## src/rtl/epcs_pkg.sv

```systemverilog
// Shared definitions for the EPCS flash responder: opcodes, FSM states and
// counter widths.
package epcs_pkg;

    localparam logic [7:0] OP_READ      = 8'h03;
    localparam logic [7:0] OP_RDSR      = 8'h05;
    localparam logic [7:0] OP_RES       = 8'hAB;
    localparam logic [7:0] OP_FAST_READ = 8'h0B;

    // The bit counter must reach 23 (24 address or dummy rises).
    localparam int BIT_CNT_W = 5;
    // Bit position inside an output byte.
    localparam int OUT_CNT_W = 3;

    typedef enum logic [3:0] {
        ST_IDLE,
        ST_CMD,
        ST_ADDR,
        ST_DUMMY,
        ST_DATA,
        ST_STATUS,
        ST_ID_DUMMY,
        ST_ID,
        ST_IGNORE
    } epcs_state_e;

endpackage

```

## src/rtl/epcs_pin_sync.sv

```systemverilog
// Two-flop synchronizer for the EPCS pins (dclk, sce, sdo), plus single-clock
// rise and fall pulses for the synchronized dclk.
module epcs_pin_sync (
    input  logic clk,
    input  logic rst,
    input  logic dclk_i,
    input  logic sce_i,
    input  logic sdo_i,
    output logic dclk_rise_o,
    output logic dclk_fall_o,
    output logic sce_o,
    output logic sdo_o
);

    // Bit order is {sdo, sce, dclk}. sce resets high so the device starts deselected.
    localparam logic [2:0] PIN_RST = 3'b010;

    logic [2:0] meta_q, meta_d;
    logic [2:0] sync_q, sync_d;
    logic       dclk_prev_q, dclk_prev_d;

    // Next-state values: shift the pins through the two stages and keep the previous dclk.
    always_comb begin
        meta_d      = {sdo_i, sce_i, dclk_i};
        sync_d      = meta_q;
        dclk_prev_d = sync_q[0];
    end

    // Synchronizer and edge-history registers.
    always_ff @(posedge clk or posedge rst) begin
        if (rst) begin
            meta_q      <= PIN_RST;
            sync_q      <= PIN_RST;
            dclk_prev_q <= 1'b0;
        end else begin
            meta_q      <= meta_d;
            sync_q      <= sync_d;
            dclk_prev_q <= dclk_prev_d;
        end
    end

    // Compare the current synchronized dclk with the previous sample to find its edges.
    always_comb begin
        dclk_rise_o = sync_q[0] & ~dclk_prev_q;
        dclk_fall_o = ~sync_q[0] & dclk_prev_q;
        sce_o       = sync_q[1];
        sdo_o       = sync_q[2];
    end

endmodule

```

## src/rtl/epcs_flash_responder.sv

```systemverilog
// EPCS serial-flash responder. It decodes READ (0x03), READ STATUS (0x05) and
// READ SILICON ID (0xAB), and returns data on DATA0 from an attached sync ROM.
// When the macro EPCS_FAST_READ_EN is defined, FAST READ (0x0B) is also accepted.
// It reads ADDR, then 8 dummy bits, then DATA.
module epcs_flash_responder
    import epcs_pkg::*;
#(
    parameter int         MEM_AW     = 16,
    parameter logic [7:0] SILICON_ID = 8'h16,
    parameter logic [7:0] STATUS_VAL = 8'h00
) (
    input  logic              clk_clk,
    input  logic              reset_reset,
    input  logic              epcs_dclk,
    input  logic              epcs_sce,
    input  logic              epcs_sdo,
    output logic              epcs_data0,
    output logic              epcs_data0_oe,
    output logic [MEM_AW-1:0] mem_addr,
    output logic              mem_rd,
    input  logic [7:0]        mem_rdata
);

    logic dclk_rise, dclk_fall, sce_s, sdo_s;

    epcs_pin_sync u_pin_sync (
        .clk         (clk_clk),
        .rst         (reset_reset),
        .dclk_i      (epcs_dclk),
        .sce_i       (epcs_sce),
        .sdo_i       (epcs_sdo),
        .dclk_rise_o (dclk_rise),
        .dclk_fall_o (dclk_fall),
        .sce_o       (sce_s),
        .sdo_o       (sdo_s)
    );

    epcs_state_e            state_q, state_d;
    logic [BIT_CNT_W-1:0]   bit_cnt_q, bit_cnt_d;
    logic [OUT_CNT_W-1:0]   out_cnt_q, out_cnt_d;
    logic [MEM_AW-1:0]      addr_q, addr_d;
    logic                   mem_rd_q, mem_rd_d;
    logic                   rdv_q, rdv_d;      // mem_rdata is valid in this cycle
    logic                   fast_q, fast_d;
    logic                   data0_q, data0_d;
    logic                   oe_q, oe_d;
    logic [23:0]            sh_q, sh_d;        // incoming opcode/address shifter
    logic [7:0]             shifter_q, shifter_d;
    logic [23:0]            next_sh;

    // Control registers: the FSM, the counters and the output pins.
    always_ff @(posedge clk_clk or posedge reset_reset) begin
        if (reset_reset) begin
            state_q   <= ST_IDLE;
            bit_cnt_q <= '0;
            out_cnt_q <= '0;
            addr_q    <= '0;
            mem_rd_q  <= 1'b0;
            rdv_q     <= 1'b0;
            fast_q    <= 1'b0;
            data0_q   <= 1'b0;
            oe_q      <= 1'b0;
        end else begin
            state_q   <= state_d;
            bit_cnt_q <= bit_cnt_d;
            out_cnt_q <= out_cnt_d;
            addr_q    <= addr_d;
            mem_rd_q  <= mem_rd_d;
            rdv_q     <= rdv_d;
            fast_q    <= fast_d;
            data0_q   <= data0_d;
            oe_q      <= oe_d;
        end
    end

    // Data shifters. They carry no reset: every path that uses them loads them first.
    always_ff @(posedge clk_clk) begin
        sh_q      <= sh_d;
        shifter_q <= shifter_d;
    end

    // Next-state and output logic for the command/address/data sequencing.
    always_comb begin
        state_d   = state_q;
        bit_cnt_d = bit_cnt_q;
        out_cnt_d = out_cnt_q;
        addr_d    = addr_q;
        mem_rd_d  = 1'b0;
        rdv_d     = mem_rd_q;
        fast_d    = fast_q;
        data0_d   = data0_q;
        oe_d      = oe_q;
        sh_d      = sh_q;
        shifter_d = shifter_q;
        next_sh   = {sh_q[22:0], sdo_s};

        // The address advances once each fetch has been presented to the ROM.
        if (mem_rd_q) begin
            addr_d = addr_q + {{(MEM_AW-1){1'b0}}, 1'b1};
        end

        if (sce_s) begin
            // Deselect from any state. An in-flight read finishes, but DATA no longer accepts it.
            state_d   = ST_IDLE;
            oe_d      = 1'b0;
            data0_d   = 1'b0;
            bit_cnt_d = '0;
            out_cnt_d = '0;
            fast_d    = 1'b0;
        end else begin
            case (state_q)
                ST_IDLE, ST_CMD: begin
                    // IDLE behaves like CMD so a rise in the same cycle as select is not lost.
                    state_d = ST_CMD;
                    if (dclk_rise) begin
                        sh_d      = next_sh;
                        bit_cnt_d = bit_cnt_q + 5'd1;
                        if (bit_cnt_q == 5'd7) begin
                            bit_cnt_d = '0;
                            out_cnt_d = '0;
                            case (next_sh[7:0])
                                OP_READ: state_d = ST_ADDR;
                                OP_RDSR: state_d = ST_STATUS;
                                OP_RES:  state_d = ST_ID_DUMMY;
`ifdef EPCS_FAST_READ_EN
                                OP_FAST_READ: begin
                                    state_d = ST_ADDR;
                                    fast_d  = 1'b1;
                                end
`endif
                                default: state_d = ST_IGNORE;
                            endcase
                        end
                    end
                end

                ST_ADDR: begin
                    if (dclk_rise) begin
                        sh_d      = next_sh;
                        bit_cnt_d = bit_cnt_q + 5'd1;
                        if (bit_cnt_q == 5'd23) begin
                            bit_cnt_d = '0;
                            addr_d    = next_sh[MEM_AW-1:0];
                            mem_rd_d  = 1'b1;
                            state_d   = fast_q ? ST_DUMMY : ST_DATA;
                        end
                    end
                end

                ST_DUMMY: begin
                    if (rdv_q) begin
                        shifter_d = mem_rdata;
                    end
                    if (dclk_rise) begin
                        bit_cnt_d = bit_cnt_q + 5'd1;
                        if (bit_cnt_q == 5'd7) begin
                            bit_cnt_d = '0;
                            state_d   = ST_DATA;
                        end
                    end
                end

                ST_DATA: begin
                    if (rdv_q) begin
                        shifter_d = mem_rdata;
                    end
                    if (dclk_fall) begin
                        oe_d = 1'b1;
                        // The first fall can arrive in the same cycle as the ROM data,
                        // so that byte is taken straight from mem_rdata.
                        if (rdv_q) begin
                            data0_d   = mem_rdata[7];
                            shifter_d = {mem_rdata[6:0], 1'b0};
                        end else begin
                            data0_d   = shifter_q[7];
                            shifter_d = {shifter_q[6:0], 1'b0};
                        end
                        out_cnt_d = out_cnt_q + 3'd1;
                        if (out_cnt_q == 3'd7) begin
                            mem_rd_d = 1'b1;
                        end
                    end
                end

                ST_STATUS: begin
                    if (dclk_fall) begin
                        oe_d      = 1'b1;
                        data0_d   = STATUS_VAL[3'd7 - out_cnt_q];
                        out_cnt_d = out_cnt_q + 3'd1;
                    end
                end

                ST_ID_DUMMY: begin
                    if (dclk_rise) begin
                        bit_cnt_d = bit_cnt_q + 5'd1;
                        if (bit_cnt_q == 5'd23) begin
                            bit_cnt_d = '0;
                            out_cnt_d = '0;
                            state_d   = ST_ID;
                        end
                    end
                end

                ST_ID: begin
                    if (dclk_fall) begin
                        oe_d      = 1'b1;
                        data0_d   = SILICON_ID[3'd7 - out_cnt_q];
                        out_cnt_d = out_cnt_q + 3'd1;
                    end
                end

                ST_IGNORE: begin
                    oe_d    = 1'b0;
                    data0_d = 1'b0;
                end

                default: state_d = ST_IDLE;
            endcase
        end
    end

    // Drive the outputs from the registered state.
    always_comb begin
        epcs_data0    = data0_q;
        epcs_data0_oe = oe_q;
        mem_addr      = addr_q;
        mem_rd        = mem_rd_q;
    end

endmodule

```

## config.mk

```make
export PLATFORM = sky130hd
export DESIGN_NAME = epcs_flash_responder
export DESIGN_NICKNAME = d
export VERILOG_FILES = /design/src/rtl/epcs_pkg.sv /design/src/rtl/epcs_pin_sync.sv /design/src/rtl/epcs_flash_responder.sv
export SDC_FILE = /design/constraint.sdc
export NUM_CORES = 1
export LEC_CHECK = 0
export CORE_MARGIN = 10
export CORE_UTILIZATION = 45
export DETAILED_ROUTE_END_ITERATION = 6
export PLACE_DENSITY = 0.68
export REMOVE_ABC_BUFFERS = 1
export SETUP_SLACK_MARGIN = 0.2
export SLEW_MARGIN = 40
export SYNTH_ARGS = -nofsm -noshare
export SYNTH_HDL_FRONTEND = slang
export SYNTH_SLANG_ARGS = --single-unit
export TNS_END_PERCENT = 5
```

## constraint.sdc

```tcl
create_clock -name clk_clk -period 2.51 [get_ports clk_clk]
set_input_delay 0.502 -clock clk_clk [delete_from_list [all_inputs] [get_ports clk_clk]]
set_output_delay 0.502 -clock clk_clk [all_outputs]
set_load 0.01 [all_outputs]
```

==> results.yml <==
worst_setup_path:
  slowest_stage: "dfrtp_1"
  worstPathArrival_ns: 2.23
  required_ns: 2.59
  crit_chain: "nor4bb_1 > and2_1 > mux4_2"
  slowest_delay_ns: 0.68
  critical-path-top-delay-family: "simple AND/OR/NAND/NOR gates"
  path_max_fanout: 19
  critPathBufInv: 0
  critPathKind: "reg -> reg"
  critPathCaptureType: "flip-flop"
  cp-start-kind: "flip-flop"
run:
  maxCapViolations: 0
status:
  status: "finished clean"
timing:
  fmax_ghz: 0.465
  tightest_slew_ns: 0.658
  post-route-period-util: 0.857
  fin_ws_ns: 0.359
  holdWs_ns: 0.349
  setup_viol: 0
  fin_setup_tns_ns: 0
  period_needed_ns: 2.15
  slew_headroom: 0.559
  rsz0062_at_grt: "no"
  fin_worst_skew_ns: 0.00625
  timing_hold_violations_final: 0
  drv_slew: 0
clock_network:
  insertion_delay_ns: 0.34
  path_clk_slew_ns: 0.07
  cts_hold_buf: 0
  cts_tree: "done"
  cts_inserted_buffers: 9
  clock-sinks: 62
  cts-root-buf: "clkbuf_8"
  htreeDepth: 3
  clockBufferDepth: 2
  cts-resized-gates: 0
  cts_setup_buffers: 0
min_path:
  hold_path.class: "reg -> reg"
routing:
  routed_via_density: 5.39
  drtIter0Drc: 123
  firstDrtPassIters: 4
  via_count: 2222
  ant_nets: 0
  wl_um: 6450
  drc: 0
  wl_per_cell_um: 15.7
logic_synthesis:
  synthArstFlopShare: 0.629
  synth.most_common_cell: "dfrtp_1"
  seq_area_frac_synth: 0.525
  synth_top_area_frac: 0.291
  ys_types: 59
  yosys_warnings: 0
  syn_inst: 276
  synth-edff-count: 23
  yosysTopAreaCell: "dfrtp_1"
  synthTopCellsByArea: "dfrtp_1 29%, edfxtp_1 22%, mux4_2 4.3%"
  synth_ff_type: "dfrtp_1"
  netlist_area_sq_um: 3180
  syn_avg_cell_area_sq_um: 11.5
  ys_seq_elements: 62
  synth_common_cells: "37 x dfrtp_1, 31 x nand2_1, 23 x edfxtp_1, 15 x o21ai_1, 13 x xnor2_1"
cells_and_area:
  post-route-util: 0.553
  final_nets: 328
  num_antenna_cells: 0
  syn2layout_area_growth_pct: 18.9
  drive_gt1_frac: 0.139
floorplanning:
  boundaryPins: 32
  dieWidth_um: 104
  die-area_sq_um: 10800
  die_h_um: 104
  fp-row-count: 30
  start_util: 0.465
  coreArea_sq_um: 6830
pwr:
  p_leak_nw: 1.34
  ir_worst_vdd_uv: 327
  powerDensity_nw_per_um2: 535
grt:
  grt.overflow.total: 0
  grt_max_degree: 40
  antenna_found_initial: 0
  grt_pass1_wl_um: 10800
  grtUsageTotal: 0.123
  grt_pass1_vias: 2162
placement:
  pre_cts_ws_ns: 0.379
  place.gp.congestion: 0.829
  hpwl_um: 4570
  portBuffers: 31
[cells by family after synthesis]
logic type / after synthesis / synth area share
flip-flops: 62 / 0.525
AO/OA/AOI/OAI: 56 / 0.119
adder cells (fa/ha/maj): 4 / 0.0157
multiplexers: 15 / 0.0724
AND/OR/NAND/NOR: 101 / 0.186
XOR/XNOR: 17 / 0.0468
buffers and inverters: 21 / 0.0346
[power by group]
part | switching (W) | total [W] | internal (W)
logic | 0.0000326 | 0.0000615 | 0.0000289
clock network | 0.000372 | 0.000880 | 0.000508
registers | 0.0000165 | 0.00108 | 0.00106
total | 0.000421 | 0.00202 | 0.00160
[cells in the final DEF, fill, tap and decap left out, types with 3 or more instances in the layout]
master,Yosys,layout
a211o_1,5,5
a21oi_1,9,9
buf_4,1,6
clkbuf_8,0,11
clkdlybuf4s50_1,0,31
clkinv_2,0,3
dfrtp_1,37,37
edfxtp_1,23,23
ha_1,4,4
inv_1,8,8
mux2_1,4,4
mux2i_1,5,5
mux4_2,6,6
nand2_1,31,31
nand2b_1,3,3
nand3_1,8,8
nand3b_1,3,3
nand4_1,7,7
nor2_1,10,10
nor2b_1,5,5
nor3_1,5,5
nor3b_1,4,3
nor4_1,5,5
o21ai_0,7,7
o21ai_1,15,15
o31ai_1,4,4
or3_1,3,3
xnor2_1,13,13
xor2_1,4,4
[layer usage]
metal  up-vias  wire, um  GRT usage  part of all wire
met5         -         0          0                 0
met4         0        93     0.0557             0.014
met3         9       189     0.0378             0.029
met2        33      2850      0.177              0.44
met1      1092      3320      0.166              0.51
li1       1088         -          -                 -
[path summary, 6_finish.rpt]
| kind | start | to | slack, ns | depth (start not counted) |
|---|---|---|---|---|
| max | state_q[2]$_DFFE_PP0P_ | shifter_q[6]$_DFFE_PP_ | 0.36 | 3 |
| min | u_pin_sync.meta_q[2]$_DFF_PP0_ | u_pin_sync.sync_q[2]$_DFF_PP0_ | 0.35 | 0 |
| max reg2reg | state_q[2]$_DFFE_PP0P_ | shifter_q[6]$_DFFE_PP_ | 0.36 | 3 |
| min reg2reg | u_pin_sync.meta_q[2]$_DFF_PP0_ | u_pin_sync.sync_q[2]$_DFF_PP0_ | 0.35 | 0 |
| max in group asynchronous | reset_reset | u_pin_sync.sync_q[1]$_DFF_PP1_ | 1.53 | 3 |
| min in group asynchronous | reset_reset | mem_addr[2]$_DFF_PP0_ | 0.60 | 3 |
[per-stage QoR]
step | power [W] | area, sq um | cells
2_1_floorplan | 0.00112 | 3100 | 263
3_3_place_gp | 0.00116 | 3580 | 396
3_5_place_dp | 0.00116 | 3580 | 396
4_1_cts | 0.00205 | 3780 | 412
5_1_grt | 0.00211 | 3780 | 412
6_report | 0.00202 | 3780 | 412
[registers in the layout, indices dropped and copies added (netlist names), 3 cells and up]
signal and flops:
sh_q 15, u_pin_sync.sync_q 3, shifter_q 8, u_pin_sync.meta_q 3
bit_cnt_q 5, state_q 4, out_cnt_q 3, mem_addr 16
[cell type report]
| class | count | area [sq um] |
|---|---|---|
| fill | 615 | 3050 |
| timing repair buffer | 37 | 355 |
| clock buffer | 12 | 155 |
| tap | 96 | 120 |
| clock inverter | 4 | 45.0 |
| multi-input combinational | 193 | 1400 |
| sequential | 62 | 1670 |
| inverter | 8 | 30.0 |
Power figures use the tool's default switching activity.
